===== config.mk =====
export PLATFORM = sky130hd
export DESIGN_NAME = booth_r4_mul_seq
export DESIGN_NICKNAME = d
export VERILOG_FILES = /design/src/rtl/booth_r4_mul_seq.sv
export SDC_FILE = /design/constraint.sdc
export NUM_CORES = 1
export LEC_CHECK = 0
export CAP_MARGIN = 20
export CELL_PAD_IN_SITES_DETAIL_PLACEMENT = 0
export CELL_PAD_IN_SITES_GLOBAL_PLACEMENT = 1
export CORE_MARGIN = 2
export CORE_UTILIZATION = 42
export DETAILED_ROUTE_END_ITERATION = 7
export PLACE_DENSITY_LB_ADDON = 0.1
export SLEW_MARGIN = 5
export SYNTH_ARGS = -nofsm -noshare
export SYNTH_HDL_FRONTEND = slang
export SYNTH_SLANG_ARGS = --single-unit

===== constraint.sdc =====
create_clock -name clk_i -period 6.47 [get_ports clk_i]
set_input_delay 0.647 -clock clk_i [delete_from_list [all_inputs] [get_ports clk_i]]
set_output_delay 0.647 -clock clk_i [all_outputs]
set_load 0.02 [all_outputs]

===== src/rtl/booth_r4_mul_seq.sv =====
// booth_r4_mul_seq: iterative radix-4 Booth multiplier covering MUL/MULH/MULHSU/MULHU.
// Operands are extended to XLEN+2 bits so signed and unsigned forms share one
// datapath. Two product bits are retired per enabled clock, over N_STEP = XLEN/2+1 steps.
// Optional build macro: MUL_ZERO_BYPASS_EN. When it is defined, an operation with a
// zero operand skips the Booth loop and goes straight to DONE with a result of 0.
module booth_r4_mul_seq #(
  parameter int XLEN = 32
) (
  input  logic            clk_i,
  input  logic            rst_i,
  input  logic            clk_en_i,
  input  logic            valid_i,
  output logic            ready_o,
  input  logic [XLEN-1:0] multiplicand_i,
  input  logic [XLEN-1:0] multiplier_i,
  input  logic [1:0]      operation_i,
  output logic            valid_o,
  input  logic            ready_i,
  output logic [XLEN-1:0] result_o,
  output logic            busy_o
);

  localparam int N_STEP = XLEN/2 + 1;
  localparam int CW     = $clog2(N_STEP + 1);
  localparam logic [CW-1:0] LAST = CW'(N_STEP - 1);

  localparam logic [1:0] S_IDLE = 2'd0;
  localparam logic [1:0] S_COMP = 2'd1;
  localparam logic [1:0] S_DONE = 2'd2;

  logic [1:0]      state_q, state_d;
  logic [CW-1:0]   cnt_q, cnt_d;
  logic [1:0]      op_q, op_d;
  logic [XLEN+2:0] p_q, p_d;   // partial product, one guard bit above 2B
  logic [XLEN+1:0] a_q, a_d;   // multiplier; fills with low product bits as it shifts
  logic            l_q, l_d;   // Booth look-behind bit
  logic [XLEN+1:0] b_q, b_d;   // extended multiplicand
  logic [XLEN-1:0] res_q, res_d;

  logic            accept;
  logic            s1, s2;
  logic [XLEN+2:0] bx, addend, sum, p_sh;
  logic [XLEN+1:0] a_sh;
  logic [XLEN-1:0] final_res;

  // Handshake and status outputs; ready_o follows ready_i while a result is pending
  always_comb begin
    ready_o  = (state_q == S_IDLE) | ((state_q == S_DONE) & ready_i);
    valid_o  = (state_q == S_DONE);
    busy_o   = (state_q != S_IDLE);
    result_o = res_q;
    accept   = valid_i & ready_o;
  end

  // One Booth step: select the digit's addend, accumulate, then shift {P,A,L} right by 2
  always_comb begin
    bx     = {b_q[XLEN+1], b_q};
    addend = '0;
    case ({a_q[1:0], l_q})
      3'b001, 3'b010: addend = bx;
      3'b011:         addend = {b_q, 1'b0};
      3'b100:         addend = -{b_q, 1'b0};
      3'b101, 3'b110: addend = -bx;
      default:        addend = '0;
    endcase
    sum  = p_q + addend;
    p_sh = {{2{sum[XLEN+2]}}, sum[XLEN+2:2]};
    a_sh = {sum[1:0], a_q[XLEN+1:2]};
    // low 2*XLEN product bits are {p_sh[XLEN-3:0], a_sh}
    final_res = (op_q == 2'b00) ? a_sh[XLEN-1:0]
                                : {p_sh[XLEN-3:0], a_sh[XLEN+1:XLEN]};
  end

  // Next-state logic: accept/load, iterate, hold the result until consumed
  always_comb begin
    state_d = state_q;
    cnt_d   = cnt_q;
    op_d    = op_q;
    p_d     = p_q;
    a_d     = a_q;
    l_d     = l_q;
    b_d     = b_q;
    res_d   = res_q;
    // rs1 is signed except for MULHU, rs2 is signed only for MUL/MULH
    s1      = (operation_i != 2'b11);
    s2      = ~operation_i[1];
    case (state_q)
      S_COMP: begin
        p_d   = p_sh;
        a_d   = a_sh;
        l_d   = a_q[1];
        cnt_d = cnt_q + 1'b1;
        if (cnt_q == LAST) begin
          state_d = S_DONE;
          res_d   = final_res;
        end
      end
      default: begin
        // a consumed result (or an unused encoding) returns to IDLE unless a new op is taken
        if (state_q != S_DONE || ready_i) state_d = S_IDLE;
        if (accept) begin
          b_d     = {{2{s1 & multiplicand_i[XLEN-1]}}, multiplicand_i};
          a_d     = {{2{s2 & multiplier_i[XLEN-1]}}, multiplier_i};
          p_d     = '0;
          l_d     = 1'b0;
          op_d    = operation_i;
          cnt_d   = '0;
          state_d = S_COMP;
`ifdef MUL_ZERO_BYPASS_EN
          // a zero operand makes the product zero, so the loop is skipped
          if (multiplicand_i == '0 || multiplier_i == '0) begin
            state_d = S_DONE;
            res_d   = '0;
          end
`endif
        end
      end
    endcase
  end

  // State registers; reset wins over the clock enable
  always_ff @(posedge clk_i) begin
    if (rst_i) begin
      state_q <= S_IDLE;
      cnt_q   <= '0;
      op_q    <= '0;
      p_q     <= '0;
      a_q     <= '0;
      l_q     <= 1'b0;
      b_q     <= '0;
      res_q   <= '0;
    end else if (clk_en_i) begin
      state_q <= state_d;
      cnt_q   <= cnt_d;
      op_q    <= op_d;
      p_q     <= p_d;
      a_q     <= a_d;
      l_q     <= l_d;
      b_q     <= b_d;
      res_q   <= res_d;
    end
  end

endmodule


==> results of run 1 <==
-- worst max-delay path: cells and delay by family, from the launching register on --
kind | cells | cell delay [ps]
AO/OA/AOI/OAI | 9 | 2120
AND/OR/NAND/NOR | 5 | 1820
adder cells (fa/ha/maj) | 2 | 590
flip-flops | 1 | 360
XOR/XNOR | 2 | 310
buffers and inverters | 1 | 90
-- report_power, final --
group	switching, mW	total (mW)	leakage (nW)	internal, mW
Sequential	0.0441	0.957	1.15	0.913
Combinational	0.360	0.586	2.75	0.226
Clock	0.444	1.03	0.291	0.584
-- Yosys cell counts (13+ instances only) --
master,n
nand2_1,254
nor2_1,147
dfxtp_1,142
a21oi_1,129
clkbuf_1,82
o21ai_0,79
a311oi_1,46
xnor2_1,42
ha_1,37
nor3_1,29
xor2_1,29
a22oi_1,26
nand3_1,21
inv_1,20
a21o_1,17
a221o_1,13
a31oi_1,13
-- cell type report --
class / instances / area, sq um
Sequential cell: 142 / 2840
Fill cell: 2169 / 10700
Clock buffer: 18 / 429
Tap cell: 280 / 350
Clock inverter: 14 / 171
Multi-Input combinational cell: 1026 / 5950
Timing Repair Buffer: 125 / 1200
Inverter: 22 / 82.6
-- cells in the final DEF, fill, tap and decap left out, types with 8 or more instances in the layout --
| master | netlist | final |
|---|---|---|
| a211oi_1 | 8 | 8 |
| a21o_1 | 17 | 17 |
| a21oi_1 | 129 | 129 |
| a221o_1 | 13 | 13 |
| a22oi_1 | 26 | 26 |
| a311oi_1 | 46 | 46 |
| a31oi_1 | 13 | 13 |
| buf_4 | 0 | 21 |
| clkbuf_16 | 0 | 17 |
| clkdlybuf4s50_1 | 0 | 104 |
| dfxtp_1 | 142 | 142 |
| ha_1 | 37 | 37 |
| inv_1 | 20 | 20 |
| nand2_1 | 254 | 253 |
| nand2b_1 | 9 | 9 |
| nand3_1 | 21 | 20 |
| nor2_1 | 147 | 144 |
| nor3_1 | 29 | 28 |
| o21ai_0 | 79 | 79 |
| xnor2_1 | 42 | 42 |
| xor2_1 | 29 | 29 |
-- flip-flops by register name, summed over array words and instances, names as in the netlist --
register	cells
l_q	1
b_q	33
result_o	32
cnt_q	5
a_q	34
op_q	2
p_q	33
state_q	2
-- layer usage --
layer  up-vias  track usage
met1      4325        0.310
met2       182        0.404
met4         0       0.0717
met5         -            0
met3        30       0.0407
li1       4663            -
-- metrics by stage --
stage | total power [mW] | instance area, sq um | cells | hold slack (ps)
global route | 2.69 | 11000 | 1627 | 475
CTS | 2.59 | 11000 | 1627 | 463
finish | 2.57 | 11000 | 1627 | 461
global placement | 1.56 | 10400 | 1595 | 448
detailed placement | 1.56 | 10400 | 1595 | 454
floorplan | 1.38 | 9250 | 1286 | 432
-- how the worst max path moves through the flow --
| stage | startpoint | to | cells after the start |
|---|---|---|---|
| 2_1_floorplan | b_q[0] | result_o[31] | 21 |
| 3_3_place_gp | b_q[1] | result_o[31] | 19 |
| 3_5_place_dp | b_q[0] | result_o[31] | 19 |
| 4_1_cts | b_q[0] | result_o[31] | 19 |
| 5_1_grt | b_q[0] | result_o[31] | 19 |
| 6_report | b_q[0] | result_o[31] | 19 |
-- kinds of logic after synthesis --
group,count (synthesis),share of synthesized area
buf+inv,118,0.0507
mux,4,0.00433
flops,142,0.307
xor+xnor,71,0.0673
fa+ha+maj,38,0.0522
compound gates,390,0.273
simple gates,523,0.245
==> metrics.cfg, run 1 <==
[place]
gp_congestion = 0.876
hpwl_microns = 20000
port-buffer-count = 105
pre_cts_ws_ps = 1140

[clocking]
hold_buffers = 0
clock_sinks = 142
clk_latency_ps = 430
clockRootBuffer = clkbuf_16
cts_max_level = 4
clk_pin_slew_ps = 70
cts_buffers = 17
cts_setup_buffers = 0
clock_path_buffers = 2
cts_tree = yes
cts_resized = 0

[detailed_routing]
routedWlPerCell_microns = 17.3
dr.pass1.iters = 5
wl_met3_microns = 1080
drt-total-wl_microns = 28100
avgViaCountPerCell = 5.65
wl_met2_microns = 13600
drc = 0
drt-met1-wl_microns = 12900
ant_nets = 0
highest_layer = met4
drt_iter0_drc = 573
dr_total_vias = 9200

[worst_setup_path]
cp-start-kind = flop
regToRegEndpoint = result_o[31]
cp.arrival_ps = 5750
rrSetupSlack_ps = 1080
end_kind = flop
crit_slowest_cell = or4_1
required_ps = 6820
crit_type = reg2reg
crit_chain = inv_1 -> ha_1 -> or3b_4 -> or4_1 -> or2_4 -> or4_1 -> nand2_1 -> xor2_1 -> o21ai_0 -> ha_1 -> a211oi_1 -> o21ai_0 -> a2111oi_0 -> a21oi_1 -> a311o_1 -> a21oi_1 -> xnor2_1 -> o211ai_1 -> a21oi_1
reg2regPathDepth = 19
cp_max_fo = 8
cpPeakStageDelay_ps = 550
crit-reg2reg-launch = b_q[0]
cpMostUsedCell = a21oi_1

[layout]
area_growth_pct = 19.3
final_nets = 1443
num_antenna_cells = 0
drive_above_1_share = 0.0601
fin_util = 0.509

[synthesis]
synth.area.top_cells = dfxtp_1, nand2_1, a21oi_1, nor2_1, ha_1
synth_fp_nets = 1395
syn_area_per_cell_sq_um = 7.19
yosysSeqAreaShare = 0.307
synth_enable_flop_cells = 0
synthArstFlopShare = 0
ys_types = 73
synth_area_leader_cell = dfxtp_1
ys_seq_elements = 142
ys_warn_count = 0
synth_top_area_frac = 0.307
syn-instance-count = 1286
synth_area_sq_mm = 0.00925
synthFlopType = dfxtp_1

[sta]
period_share = 0.834
setup_ws_ps = 1080
fmax_mhz = 185
fin_crit_ps = 5390
tightest_slew_ps = 1060
setup_tns_ps = 0
slew_viol_final = 0
finalSetupViolCount = 0
rsz0062_at_grt = no
finalHoldViolations = 0
fin_skew_ps = 11.1
slew_headroom = 0.294

[job]
max-cap-violations = 0

[global_route]
grt_pass1_vias = 8694
grt-ovfl-total = 0
grt_max_degree = 80
antenna_found_initial = 0
grt_usage = 0.238
grt_pass1_wl_microns = 45300

[floorplan]
die_area_sq_mm = 0.0232
start_util = 0.426
die_w_microns = 152
die_h_microns = 152
ioPinCount = 106
num_rows = 54
coreArea_sq_mm = 0.0217

[pwr]
peakVddDrop_uv = 140
leakage_nw = 4.20
powerDensity_mw_per_mm2 = 233

[worst_hold_path]
min_path_cells = 2
holdCritStartpoint = result_o[2]
hold_class = reg2reg
min_to = result_o[2]

[outcome]
status = finished, final reports clean

Power figures use the tool's default switching activity.
==> run 2, diff against run 1 <==
clock period = 5.2 ns   (was 6.47 ns; I/O delays follow)
==> run 2 against run 1 <==
Compared with the run above:
- utilization is 1.1 points higher
- combinational power is 30% higher
- setup slack worse by 840 ps
- clock power is 24% higher
- first-iteration DRC count is 12% lower
- non-clock buffer count is 20 higher
- largest power group unchanged
==> metrics.cfg, run 2 (synthesized netlist as in run 1, its figures left out) <==
[outcome]
status = finished, final reports clean  ; unchanged

[worst_setup_path]
crit-reg2reg-launch = b_q[0]  ; unchanged
end_kind = flop  ; unchanged
reg2regPathDepth = 19  ; unchanged
required_ps = 5550  ; was 6820 ps
regToRegEndpoint = result_o[31]  ; unchanged
cp_max_fo = 6  ; was 8
crit_type = reg2reg  ; unchanged
cp-start-kind = flop  ; unchanged
cp.arrival_ps = 5310  ; was 5750 ps
rrSetupSlack_ps = 240  ; was 1080 ps

[sta]
finalHoldViolations = 0  ; unchanged
tightest_slew_ps = 998  ; was 1060 ps
period_share = 0.954  ; was 0.834
fin_crit_ps = 4960  ; was 5390 ps
finalSetupViolCount = 0  ; unchanged
setup_tns_ps = 0  ; unchanged
fmax_mhz = 202  ; was 185 MHz
slew_headroom = 0.332  ; was 0.294
slew_viol_final = 0  ; unchanged
whs_ps = 458  ; was 461 ps
fin_skew_ps = 17.7  ; was 11.1 ps
rsz0062_at_grt = yes  ; was no

[layout]
regMostFlops = a_q  ; unchanged
num_antenna_cells = 0  ; unchanged
fillers = 2144  ; was 2169
largest_register_ffs = 34  ; unchanged
mostFrequentLayoutCell = nand2_1  ; unchanged
drive_above_1_share = 0.0863  ; was 0.0601
top_regs = a_q: 34 flops, b_q: 33 flops, p_q: 33 flops  ; unchanged
final_nets = 1463  ; was 1443
area_growth_pct = 21.9  ; was 19.3%
final_cell_mix = nand2_1, nor2_1, dfxtp_1, a21oi_1, clkdlybuf4s50_1  ; unchanged
stdcell_count = 1647  ; was 1627

[pwr]
leakage_nw = 4.32  ; was 4.20 nW
powerDensity_mw_per_mm2 = 287  ; was 233 mW/mm^2
p_total_mw = 3.23  ; was 2.57 mW
peakVddDrop_uv = 212  ; was 140 uV

[detailed_routing]
drc = 0  ; unchanged
drt_iter0_drc = 503  ; was 573
ant_nets = 0  ; unchanged
avgViaCountPerCell = 5.66  ; was 5.65
drt-total-wl_microns = 28800  ; was 28100 microns
routedWlPerCell_microns = 17.5  ; was 17.3 microns
dr.pass1.iters = 4  ; was 5
dr_total_vias = 9315  ; was 9200

[floorplan]
coreArea_sq_mm = 0.0217  ; unchanged
die_area_sq_mm = 0.0232  ; unchanged
num_rows = 54  ; unchanged
die_w_microns = 152  ; unchanged
start_util = 0.426  ; unchanged
ioPinCount = 106  ; unchanged
die_h_microns = 152  ; unchanged

[global_route]
grt_pass1_wl_microns = 46000  ; was 45300 microns
grt_usage = 0.242  ; was 0.238
grt-ovfl-total = 0  ; unchanged
antenna_found_initial = 0  ; unchanged
grt_pass1_vias = 8746  ; was 8694
grt_max_degree = 66  ; was 80

[worst_hold_path]
holdCritStartpoint = result_o[31]  ; was result_o[2]
min_path_cells = 2  ; unchanged
min_to = result_o[31]  ; was result_o[2]
hold_class = reg2reg  ; unchanged

[clocking]
clock_path_buffers = 2  ; unchanged
clk_pin_slew_ps = 70  ; about the same
cts_max_level = 4  ; unchanged
clk_latency_ps = 440  ; was 430 ps
clock_sinks = 142  ; unchanged
cts_buffers = 17  ; unchanged
cts_tree = yes  ; unchanged
clockRootBuffer = clkbuf_16  ; unchanged
hold_buffers = 0  ; unchanged

[place]
port-buffer-count = 105  ; unchanged
placed_cells = 1615  ; was 1595
hpwl_microns = 20600  ; was 20000 microns
gp_congestion = 0.881  ; was 0.876

[job]
max-cap-violations = 0  ; unchanged

-- run 2: cell count changes in the layout (fill, tap and decap cells not counted), sizes merged --
cell	previous run	this run
buf	21	41
clkinvlp	2	1
inv	29	30
clkinv	3	4
bufinv	2	1
-- run 2: cell type report --
class / instances / area, sq um / share of cell area
clock inverters: 14 / 170 / 0.0151
clock buffers: 18 / 439 / 0.0389
inverters: 22 / 82.6 / 0.00732
multi-input cells: 1026 / 6040 / 0.536
flip-flops and latches: 142 / 2840 / 0.252
well taps: 280 / 350 / 0.0311
repair buffers: 145 / 1350 / 0.120
-- run 2: routing by layer --
metal	vias up	wire length, microns	global-route usage
met3	37	1110	0.0361
met5	-	0	0
met1	4377	13300	0.319
li1	4704	-	-
met2	197	13900	0.418
met4	0	539	0.0614
-- run 2: stage by stage --
step / setup WS (ps) / util / cell area, sq um
3_5_place_dp: 35.3 / 0.488 / 10600
2_1_floorplan: 396 / - / 9250
4_1_cts: 3.77 / 0.516 / 11200
6_report: 239 / 0.520 / 11300
5_1_grt: -33.4 / 0.520 / 11300
3_3_place_gp: 140 / 0.488 / 10600
-- run 2: worst max-delay path by stage --
stage / start / end / slack (ps) / cells after the start
2_1_floorplan: b_q[0] / result_o[31] / 400 / 21
3_3_place_gp: b_q[0] / p_q[31] / 140 / 22
3_5_place_dp: b_q[0] / p_q[31] / 40 / 22
4_1_cts: b_q[0] / p_q[31] / 4 / 22
5_1_grt: b_q[0] / result_o[31] / -30 / 20
6_report: b_q[0] / result_o[31] / 240 / 19
-- run 2: critical path, cell delays in order (launching register included) --
cell and delay [ps]:
dfxtp_1 360, inv_1 100, ha_1 210, or3b_4 410
or4_4 470, or3_4 390, nor3_1 200, nor3_1 80
a21oi_1 120, o211ai_1 100, ha_1 360, a21o_1 200
a221o_1 430, a2111oi_4 360, a21oi_2 140, a311o_1 310
a21oi_1 180, xnor2_1 170, o211ai_1 110, a21oi_1 160
-- run 2: where the power goes --
part           switching [mW]  internal, mW
logic                   0.460         0.304
clock network           0.575         0.703
registers              0.0566          1.14
-- run 2: timing repair --
item,in CTS,in global routing
pin swaps,0,1
buffers inserted,0,0
resized for setup,1,23
setup endpoints to repair,1,21
